$ cat config.mk
export PLATFORM = sky130hd
export DESIGN_NAME = seq_div_ctrl_flat
export DESIGN_NICKNAME = d
export VERILOG_FILES = /design/src/rtl/seq_div_ctrl_if.sv /design/src/rtl/seq_div_ctrl.sv /design/src/flat_wrapper.sv
export SDC_FILE = /design/constraint.sdc
export NUM_CORES = 1
export LEC_CHECK = 0
export ABC_AREA = 1
export CORE_AREA = 2 2 75 77
export CTS_CLUSTER_SIZE = 28
export DETAILED_ROUTE_END_ITERATION = 8
export DIE_AREA = 0 0 77 79
export GPL_ROUTABILITY_DRIVEN = 0
export PLACE_DENSITY = 0.71
export SYNTH_ARGS = -nofsm -noshare
export SYNTH_HDL_FRONTEND = slang
export SYNTH_SLANG_ARGS = --single-unit
$ cat constraint.sdc
create_clock -name clk -period 1.91 [get_ports clk]
set_clock_uncertainty 0.2 [all_clocks]
set_input_delay 0.2865 -clock clk [delete_from_list [all_inputs] [get_ports clk]]
set_output_delay 0.2865 -clock clk [all_outputs]
set_load 0.05 [all_outputs]
$ cat src/rtl/seq_div_ctrl_if.sv
// Request/response bundle between a requester and the seq_div_ctrl restoring divider.
// The master side issues start with operands; the slave side answers with busy/done and results.

// Handshake: start is a one-cycle request that is accepted only while the divider
// is idle (busy=0, done=0); it is ignored otherwise and never queued. busy is high
// for the whole iteration phase, done is a single-cycle pulse, and quotient,
// remainder and div_by_zero stay stable from that pulse until the next accepted start.
interface seq_div_ctrl_if #(
    parameter int WIDTH = 8
);
    logic             start;
    logic [WIDTH-1:0] dividend;
    logic [WIDTH-1:0] divisor;
    logic             busy;
    logic             done;
    logic [WIDTH-1:0] quotient;
    logic [WIDTH-1:0] remainder;
    logic             div_by_zero;

    modport master (
        output start, dividend, divisor,
        input  busy, done, quotient, remainder, div_by_zero
    );

    modport slave (
        input  start, dividend, divisor,
        output busy, done, quotient, remainder, div_by_zero
    );
endinterface

$ cat src/rtl/seq_div_ctrl.sv
// Unsigned restoring divider sequencer: one trial subtraction and one quotient bit per clock.
// Optional macro SEQ_DIV_ZERO_FAST_EN: a zero divisor skips the iterations and finishes at once.
module seq_div_ctrl #(
    parameter int WIDTH = 8,
    parameter int CNT_W = 4   // 2**CNT_W must exceed WIDTH
) (
    input  logic              clk,
    input  logic              rst,
    seq_div_ctrl_if.slave     bus,
    output logic [1:0]        dbg_state_o
);

    typedef enum logic [1:0] {
        IDLE = 2'd0,
        ITER = 2'd1,
        DONE = 2'd2
    } state_e;

    state_e             state_q, state_d;
    logic [WIDTH:0]     r_q, r_d;
    logic [WIDTH-1:0]   q_q, q_d;
    logic [WIDTH-1:0]   d_q, d_d;
    logic [CNT_W-1:0]   cnt_q, cnt_d;
    logic [WIDTH-1:0]   quot_q, quot_d;
    logic [WIDTH-1:0]   rem_q, rem_d;
    logic               dbz_q, dbz_d;

    // Trial subtraction for the current iteration.
    logic [WIDTH:0]     shifted;
    logic [WIDTH:0]     trial;
    logic               borrow;
    logic [WIDTH:0]     iter_r;
    logic [WIDTH-1:0]   iter_q;

    assign shifted = {r_q[WIDTH-1:0], q_q[WIDTH-1]};
    assign trial   = shifted - {1'b0, d_q};
    assign borrow  = (shifted < {1'b0, d_q});
    assign iter_r  = borrow ? shifted : trial;
    assign iter_q  = {q_q[WIDTH-2:0], ~borrow};

    always_ff @(posedge clk) begin
        if (rst) begin
            state_q <= IDLE;
            r_q     <= '0;
            q_q     <= '0;
            d_q     <= '0;
            cnt_q   <= '0;
            quot_q  <= '0;
            rem_q   <= '0;
            dbz_q   <= 1'b0;
        end else begin
            state_q <= state_d;
            r_q     <= r_d;
            q_q     <= q_d;
            d_q     <= d_d;
            cnt_q   <= cnt_d;
            quot_q  <= quot_d;
            rem_q   <= rem_d;
            dbz_q   <= dbz_d;
        end
    end

    always_comb begin
        state_d = state_q;
        r_d     = r_q;
        q_d     = q_q;
        d_d     = d_q;
        cnt_d   = cnt_q;
        quot_d  = quot_q;
        rem_d   = rem_q;
        dbz_d   = dbz_q;

        case (state_q)
            IDLE: begin
                if (bus.start) begin
                    q_d     = bus.dividend;
                    d_d     = bus.divisor;
                    r_d     = '0;
                    cnt_d   = CNT_W'(WIDTH);
                    state_d = ITER;
`ifdef SEQ_DIV_ZERO_FAST_EN
                    // Same result the full iteration would produce, without the wait.
                    if (bus.divisor == '0) begin
                        quot_d  = '1;
                        rem_d   = bus.dividend;
                        dbz_d   = 1'b1;
                        state_d = DONE;
                    end
`endif
                end
            end

            ITER: begin
                r_d   = iter_r;
                q_d   = iter_q;
                cnt_d = cnt_q - CNT_W'(1);
                if (cnt_q == CNT_W'(1)) begin
                    quot_d  = iter_q;
                    rem_d   = iter_r[WIDTH-1:0];
                    dbz_d   = (d_q == '0);
                    state_d = DONE;
                end
            end

            DONE: begin
                state_d = IDLE;
            end

            default: begin
                state_d = IDLE;
            end
        endcase
    end

    assign bus.busy        = (state_q == ITER);
    assign bus.done        = (state_q == DONE);
    assign bus.quotient    = quot_q;
    assign bus.remainder   = rem_q;
    assign bus.div_by_zero = dbz_q;
    assign dbg_state_o     = state_q;

    // Restoring invariant: the partial remainder stays below a nonzero divisor.
    a_rem_below_div: assert property (@(posedge clk) disable iff (rst)
        (state_q == ITER && d_q != '0) |-> (r_q < {1'b0, d_q}));

    a_done_single: assert property (@(posedge clk) disable iff (rst)
        (state_q == DONE) |=> (state_q != DONE));

endmodule

$ cat src/flat_wrapper.sv
// flat-port wrapper written by rule: the top's interface ports become plain ports
module seq_div_ctrl_flat 
#(
    parameter int WIDTH = 8,
    parameter int CNT_W = 4                                
)
  (clk, rst, dbg_state_o, bus_start, bus_dividend, bus_divisor, bus_busy, bus_done, bus_quotient, bus_remainder, bus_div_by_zero);
  seq_div_ctrl_if #(.WIDTH(WIDTH)) bus_i ();
  input  logic clk;
  input  logic rst;
  output logic [1:0] dbg_state_o;
  input wire logic [$bits(bus_i.start)-1:0] bus_start;
  input wire logic [$bits(bus_i.dividend)-1:0] bus_dividend;
  input wire logic [$bits(bus_i.divisor)-1:0] bus_divisor;
  output wire logic [$bits(bus_i.busy)-1:0] bus_busy;
  output wire logic [$bits(bus_i.done)-1:0] bus_done;
  output wire logic [$bits(bus_i.quotient)-1:0] bus_quotient;
  output wire logic [$bits(bus_i.remainder)-1:0] bus_remainder;
  output wire logic [$bits(bus_i.div_by_zero)-1:0] bus_div_by_zero;
  assign bus_i.start = bus_start;
  assign bus_i.dividend = bus_dividend;
  assign bus_i.divisor = bus_divisor;
  assign bus_busy = bus_i.busy;
  assign bus_done = bus_i.done;
  assign bus_quotient = bus_i.quotient;
  assign bus_remainder = bus_i.remainder;
  assign bus_div_by_zero = bus_i.div_by_zero;
  seq_div_ctrl #(.WIDTH(WIDTH), .CNT_W(CNT_W)) u_core (.clk(clk), .rst(rst), .bus(bus_i), .dbg_state_o(dbg_state_o));
endmodule
* Word level (Yosys, flattened, before mapping)
Cells that the tools add are included.
** Word-level totals
- Flip-flop bits (word level) :: 47
- Bits of input ports :: 19
- Logic and storage cells :: 34
** Operators by class
- Add/subtract/negate cells :: 2
- $lt $le $gt $ge :: 1
- Equal/unequal tests :: 5
- Mux-type cells :: 10
- Bitwise gates (word level) :: 1
- Reductions and logical operators :: 7
** Operators with widths (number)
- $pmux W8 S2 :: 2
- $mux W8 :: 3
- $lt A9 B8 Y1 :: 1
- $logic_not A8 Y1 :: 1
- $pmux W4 S2 :: 1
- $reduce_and A2 Y1 :: 4
- $sub A8 B8 Y8 :: 1
- $eq A4 B1 Y1 const B :: 1
- $mux W2 :: 2
- $mux W4 :: 1
- $pmux W2 S2 :: 1
- $sub A4 B1 Y4 const B :: 1
- $eq A2 B1 Y1 const B :: 1
- $eq A2 B2 Y1 const B :: 1
- $logic_not A2 Y1 :: 1
- $ne A2 B1 Y1 const B :: 1
- $ne A2 B2 Y1 const B :: 1
- $reduce_bool A2 Y1 :: 1
- $not A1 Y1 :: 1

* Logic depth before layout (Yosys ltp)
Gate-level depths: netlist (run 1).
- Depth in word-level cells :: 3
- Gate-level depth with buffers :: 13

* Least setup slack after synthesis (run 1)
OpenSTA, ideal clock, no wires.
- Path type :: register to register
- Start point :: reg u_core.state_q[1], in the netlist u_core.dbg_state_o[1]
- End point :: reg u_core.r_q[0]
- Library setup time :: 131 ps
- Arrival :: 1599 ps
- Required time :: 1579 ps
- Slack :: -20 ps
- Cell stages (with the launch flop) :: 9
- Path through :: dfxtp_1 > inv_1 > nand2_1 > nand3_2 > nand2_1 > inv_1 > buf_6 > nand2_1 > a21oi_2
** Between the ends
- Longest elaborated chain between the ends :: 3
** RTL lines
- from (decl) :: RTL line seq_div_ctrl.sv:19 : state_e state_q, state_d;
- from (signal assigned) :: RTL line seq_div_ctrl.sv:52 : state_q <= state_d;
- $eq A2 B1 Y1 or $logic_not A2 Y1 (tied branches) :: RTL line seq_div_ctrl.sv:73 : case (state_q)
- $reduce_bool A2 Y1 (no source line) or $ne A2 B2 Y1 (tied branches)
- $reduce_and A2 Y1 (no source line)
- to (signal assigned) :: RTL line seq_div_ctrl.sv:53 : r_q <= r_d;
- to (decl) :: RTL line seq_div_ctrl.sv:20 : logic [WIDTH:0] r_q, r_d;
Parallel ways exist; a longest one is shown, timed or not.
A chain may end at the register's enable or synchronous reset.

* Final worst setup path (run 1)
- Start point :: reg u_core.q_q[7]
- End point :: reg u_core.rem_q[6], in the netlist u_core.bus.remainder[6]
** Between the ends
- Longest elaborated chain between the ends :: 2
** RTL lines
- from (decl) :: RTL line seq_div_ctrl.sv:21 : logic [WIDTH-1:0] q_q, q_d;
- from (signal assigned) :: RTL line seq_div_ctrl.sv:54 : q_q <= q_d;
- $sub A8 B8 Y8 or $lt A9 B8 Y1 (tied branches) :: RTL line seq_div_ctrl.sv:36, seq_div_ctrl.sv:37
- $mux W8 * :: RTL line seq_div_ctrl.sv:38 : assign iter_r = borrow ? shifted : trial;
- to (signal assigned) :: RTL line seq_div_ctrl.sv:58 : rem_q <= rem_d;
- to (decl) :: RTL line seq_div_ctrl.sv:25 : logic [WIDTH-1:0] rem_q, rem_d;
Mark *: on every way between the ends. The rest lies on a longest branch, timed or not.

==> results of run 1 <==
final cells by class:
type / instances / area, µm²
sequential: 47 / 961
clock inverter: 1 / 7.51
timing repair buffer: 74 / 617
clock buffer: 7 / 96.3
fill: 472 / 1940
tap: 72 / 90.1
inverter: 53 / 199
multi-input combinational: 217 / 1430
how the worst max path moves through the flow:
stage / start / to / slack (ps) / depth (start not counted)
global placement: u_core.d_q[6]$_SDFFE_PP0P_ / u_core.bus.remainder[1]$_SDFFE_PP0P_ / -50 / 10
CTS: u_core.d_q[5]$_SDFFE_PP0P_ / u_core.bus.remainder[6]$_SDFFE_PP0P_ / 0.3 / 10
global route: u_core.q_q[7]$_SDFFE_PP0P_ / u_core.bus.remainder[6]$_SDFFE_PP0P_ / -80 / 13
floorplan: u_core.dbg_state_o[0]$_SDFFE_PP0P_ / u_core.bus.remainder[5]$_SDFFE_PP0P_ / 10 / 6
detailed placement: u_core.d_q[6]$_SDFFE_PP0P_ / u_core.bus.remainder[1]$_SDFFE_PP0P_ / -140 / 10
finish: u_core.q_q[7]$_SDFFE_PP0P_ / u_core.bus.remainder[6]$_SDFFE_PP0P_ / 10 / 13
worst max-delay path, cell delays in order, from the launching register on:
cell and delay (ps):
sky130_fd_sc_hd__dfxtp_2 330, sky130_fd_sc_hd__inv_2 40, sky130_fd_sc_hd__ha_4 150, sky130_fd_sc_hd__fa_2 340
sky130_fd_sc_hd__inv_2 60, sky130_fd_sc_hd__nand2_2 50, sky130_fd_sc_hd__nand2_2 80, sky130_fd_sc_hd__nand3b_1 90
sky130_fd_sc_hd__nand2_1 90, sky130_fd_sc_hd__nand2_2 70, sky130_fd_sc_hd__nand3_2 70, sky130_fd_sc_hd__nand2_2 50
sky130_fd_sc_hd__o21ai_1 120, sky130_fd_sc_hd__inv_1 40
cells by family (layout without fill, tap and decap cells):
family,Yosys count,in the layout,share of synthesized area
buf+inv,63,135,0.115
compound gates,62,62,0.152
simple gates,140,141,0.276
xor+xnor,3,3,0.0108
flops,47,47,0.387
fa+ha+maj,11,11,0.0597
flip-flops by register name (all words and copies together) (netlist names):
| register | flops |
|---|---|
| u_core.bus.quotient | 8 |
| u_core.cnt_q | 4 |
| u_core.bus.div_by_zero | 1 |
| u_core.bus.remainder | 8 |
| u_core.d_q | 8 |
| u_core.dbg_state_o | 2 |
| u_core.r_q | 8 |
| u_core.q_q | 8 |
power by group through the flow:
stage | clock network, mW | registers, mW | logic [mW]
final | 0.676 | 1.10 | 1.17
after global routing | 0.730 | 1.10 | 1.27
after CTS | 0.685 | 1.09 | 1.03
after global placement | 0 | 1.10 | 0.907
after floorplan | 0 | 1.14 | 0.657
after detailed placement | 0 | 1.11 | 0.928
metal layers:
metal	vias to the layer above	track usage	wire, µm
met2	52	0.368	3240
met4	0	0.0643	152
li1	1197	-	-
met3	13	0.0352	203
met1	1079	0.228	2520
met5	-	0	0
repair_timing:
action | in CTS | in global routing
buffers inserted | 1 | 3
gates resized for setup | 19 | 49
hold buffers | 0 | 0
gates cloned | 1 | 0
setup endpoints to repair | 16 | 18
pin swaps | 3 | 19
layout by cell type, fill, tap and decap left out, drive strengths merged:
cell / netlist / final
o211ai: 1 / 1
clkbuf: 6 / 7
buf: 3 / 56
a211oi: 1 / 1
nor3: 1 / 1
or2: 4 / 4
inv: 52 / 52
nor4: 2 / 2
clkinv: 1 / 1
o21ai: 29 / 29
fa: 1 / 1
a31oi: 2 / 2
ha: 10 / 10
clkinvlp: 0 / 1
nand3: 17 / 18
dfxtp: 47 / 47
nor2: 28 / 28
nand3b: 4 / 4
xnor2: 3 / 3
nand4: 4 / 4
o221ai: 5 / 5
a21oi: 24 / 24
clkdlybuf4s50: 0 / 18
nand2: 80 / 80
==> results.txt, run 1 <==
For hold timing, the worst endpoint is u_core.bus.quotient[5]$_SDFFE_PP0P_. The worst slack on hold paths came out at 274 ps. Entering global routing, the biggest net connects 25 pins. Of all cell types, the one taking the most synthesized area is sky130_fd_sc_hd__dfxtp_1. Post-route clock period utilization: 0.993.

The worst hold path belongs to the class register to register. The area growth from synthesis to final layout came out at 39.6%. Based on the critical path, the design can be clocked at up to 0.527 GHz. In this run the remaining antenna-violating nets after routing total 0. Sequential-to-total area share from yosys stat: 0.387. The number of CTS-inserted buffers came out at 5. The minimum clock period is 1900 ps. The startpoint identified for the worst hold timing path is u_core.q_q[4]$_SDFFE_PP0P_.

The number of enable-type register cells in the synthesized netlist is 0, and the switching power as a share of total power is 0.363. For this run, design rule violations remaining after detail routing come to 0. Before antenna repair, the detailed router went through 4 iterations.

Clock-pin slew was measured on the worst setup and hold paths at 90 ps. The proportion of synthesized flip-flops having asynchronous set or reset was 0; the mean routed wirelength per cell was 13.0 µm. In this run the worst path has a maximum fanout of 2. The area of the die was 0.00608 mm². By count the netlist is led by 75 x sky130_fd_sc_hd__nand2_1, 51 x sky130_fd_sc_hd__inv_1, 47 x sky130_fd_sc_hd__dfxtp_1.

The die is 77 µm wide. The part of the total power dissipated in sequential elements came out at 0.373. IR analysis of the VDD net gives a maximum drop of 0.000410 V.

The run finished with clean final reports. The logs give 1.87 mW for the internal power component and 0 for the count of warnings emitted by yosys. The worst register-to-register path ends at u_core.bus.remainder[6]$_SDFFE_PP0P_. At the pin with the least slew margin, the transition time is 405 ps. For this run the aggregate overflow at the end of global routing stands at 0.

The number of antenna violations at the first check in global routing was 0; the switching component of the power was 1.07 mW. The placed instances occupy a cell area of 0.00303 mm². The finished cells cover 0.00340 mm². The run gives 2189 as the via count of the first global-routing pass.

The number of clock sinks came out at 47. The average instance in the mapped netlist occupies 7.46 µm². The tools report the number of standard cells in the layout, taps in and fillers out as 471. In this run, placement finished with an instance count of 458. The starting density of the core came out at 0.456. The tools report the total count of hold-check failures in the final report as 0.

The startpoint type of the worst setup path was a register. The count of buffers added on input and output ports is 39. The later pin in the worst-skew pair is clocked with a latency of 300 ps. The logs give 0.397 for the logic gate share of total power and 0 for the count of pins over their slew limit. In this run the deepest clock path goes through 2 buffers.

The fraction of post-synthesis cell area in the top cell type by area works out to 0.387. The required time of the worst setup path came out at 1920 ps. The tools report the launch point of the worst reg-to-reg path as u_core.q_q[7]$_SDFFE_PP0P_. Max-cap violation count: 0. Setup slack closes at 12.9 ps. After floorplanning, the core was divided into 27 placement rows. Data arrives at the worst endpoint at 1900 ps.

After synthesis the netlist holds a flip-flop and latch count of 47. The worst hold path was traced through 2 stages. The number of nets in the synthesized netlist is 356. The tools report the final antenna diode count as 0. The standby leakage power was 1.55 nW; the post-placement setup slack was -142 ps.

Core utilization of the finished layout: 0.636. The tree is rooted in a sky130_fd_sc_hd__clkbuf_8. The number of cells on the worst reg-to-reg path is 13. The synthesized netlist contains 38 unique library cells. CTS built an H-tree with a depth of 2. The cell with the most instances after synthesis is sky130_fd_sc_hd__nand2_1. The routed design has 6.11 mm of wire. The average vias per placed instance is 4.97.

The logs give 0.727 for the headroom to the max-slew limit and 428 for the total number of nets in the final design. From bottom edge to top edge, the die measures 79 µm. TritonCTS built the clock tree.

The run gives 326 as the number of standard cells after synthesis. The setup TNS was 0 ps; the floorplan core area was 0.00534 mm². The count of vias placed by the detailed router is 2341, and the relative contribution of the clock network to total power is 0.230. The setup path with the least slack is of type register to register. Setup slack on the worst reg-to-reg path comes out at 10 ps. The tools report the total global-route track usage as 0.197. For this run, the leading register cell type out of synthesis is sky130_fd_sc_hd__dfxtp_1. The first global-routing pass estimated 9.70 mm of wire.

The number of DRC markers after the initial detailed-route iteration is 88. By area the synthesized netlist is led by sky130_fd_sc_hd__dfxtp_1 39%, sky130_fd_sc_hd__nand2_1 12%, sky130_fd_sc_hd__inv_1 7.9%, sky130_fd_sc_hd__ha_1 5.1%, sky130_fd_sc_hd__a21oi_1 4.5%. Placed wire-length estimate after detailed placement: 4.21 mm.

Total power for the finished layout comes to 2.94 mW. 40 I/O pins were placed. The fraction of final layout cells with drive strength greater than 1 came out at 0.361. In this run the cell area of the synthesized design comes to 0.00243 mm². Setup repair after global routing could not meet its margin everywhere.

Power spread over the standard cell area amounts to 865 mW/mm². The worst setup path is captured at a register. The run gives 0 as the count of final setup violators.
(Power assumes the default switching activity.)
==> run 2, diff against run 1 <==
GPL_TIMING_DRIVEN = 1   (was unset)
==> results of run 2 <==
Final layout, timing and power as in run 1 (identical DEF).
==> run 3, diff against run 2 <==
HOLD_SLACK_MARGIN = 0.08   (was unset)
==> results of run 3 <==
Final layout, timing and power as in run 1 (identical DEF).
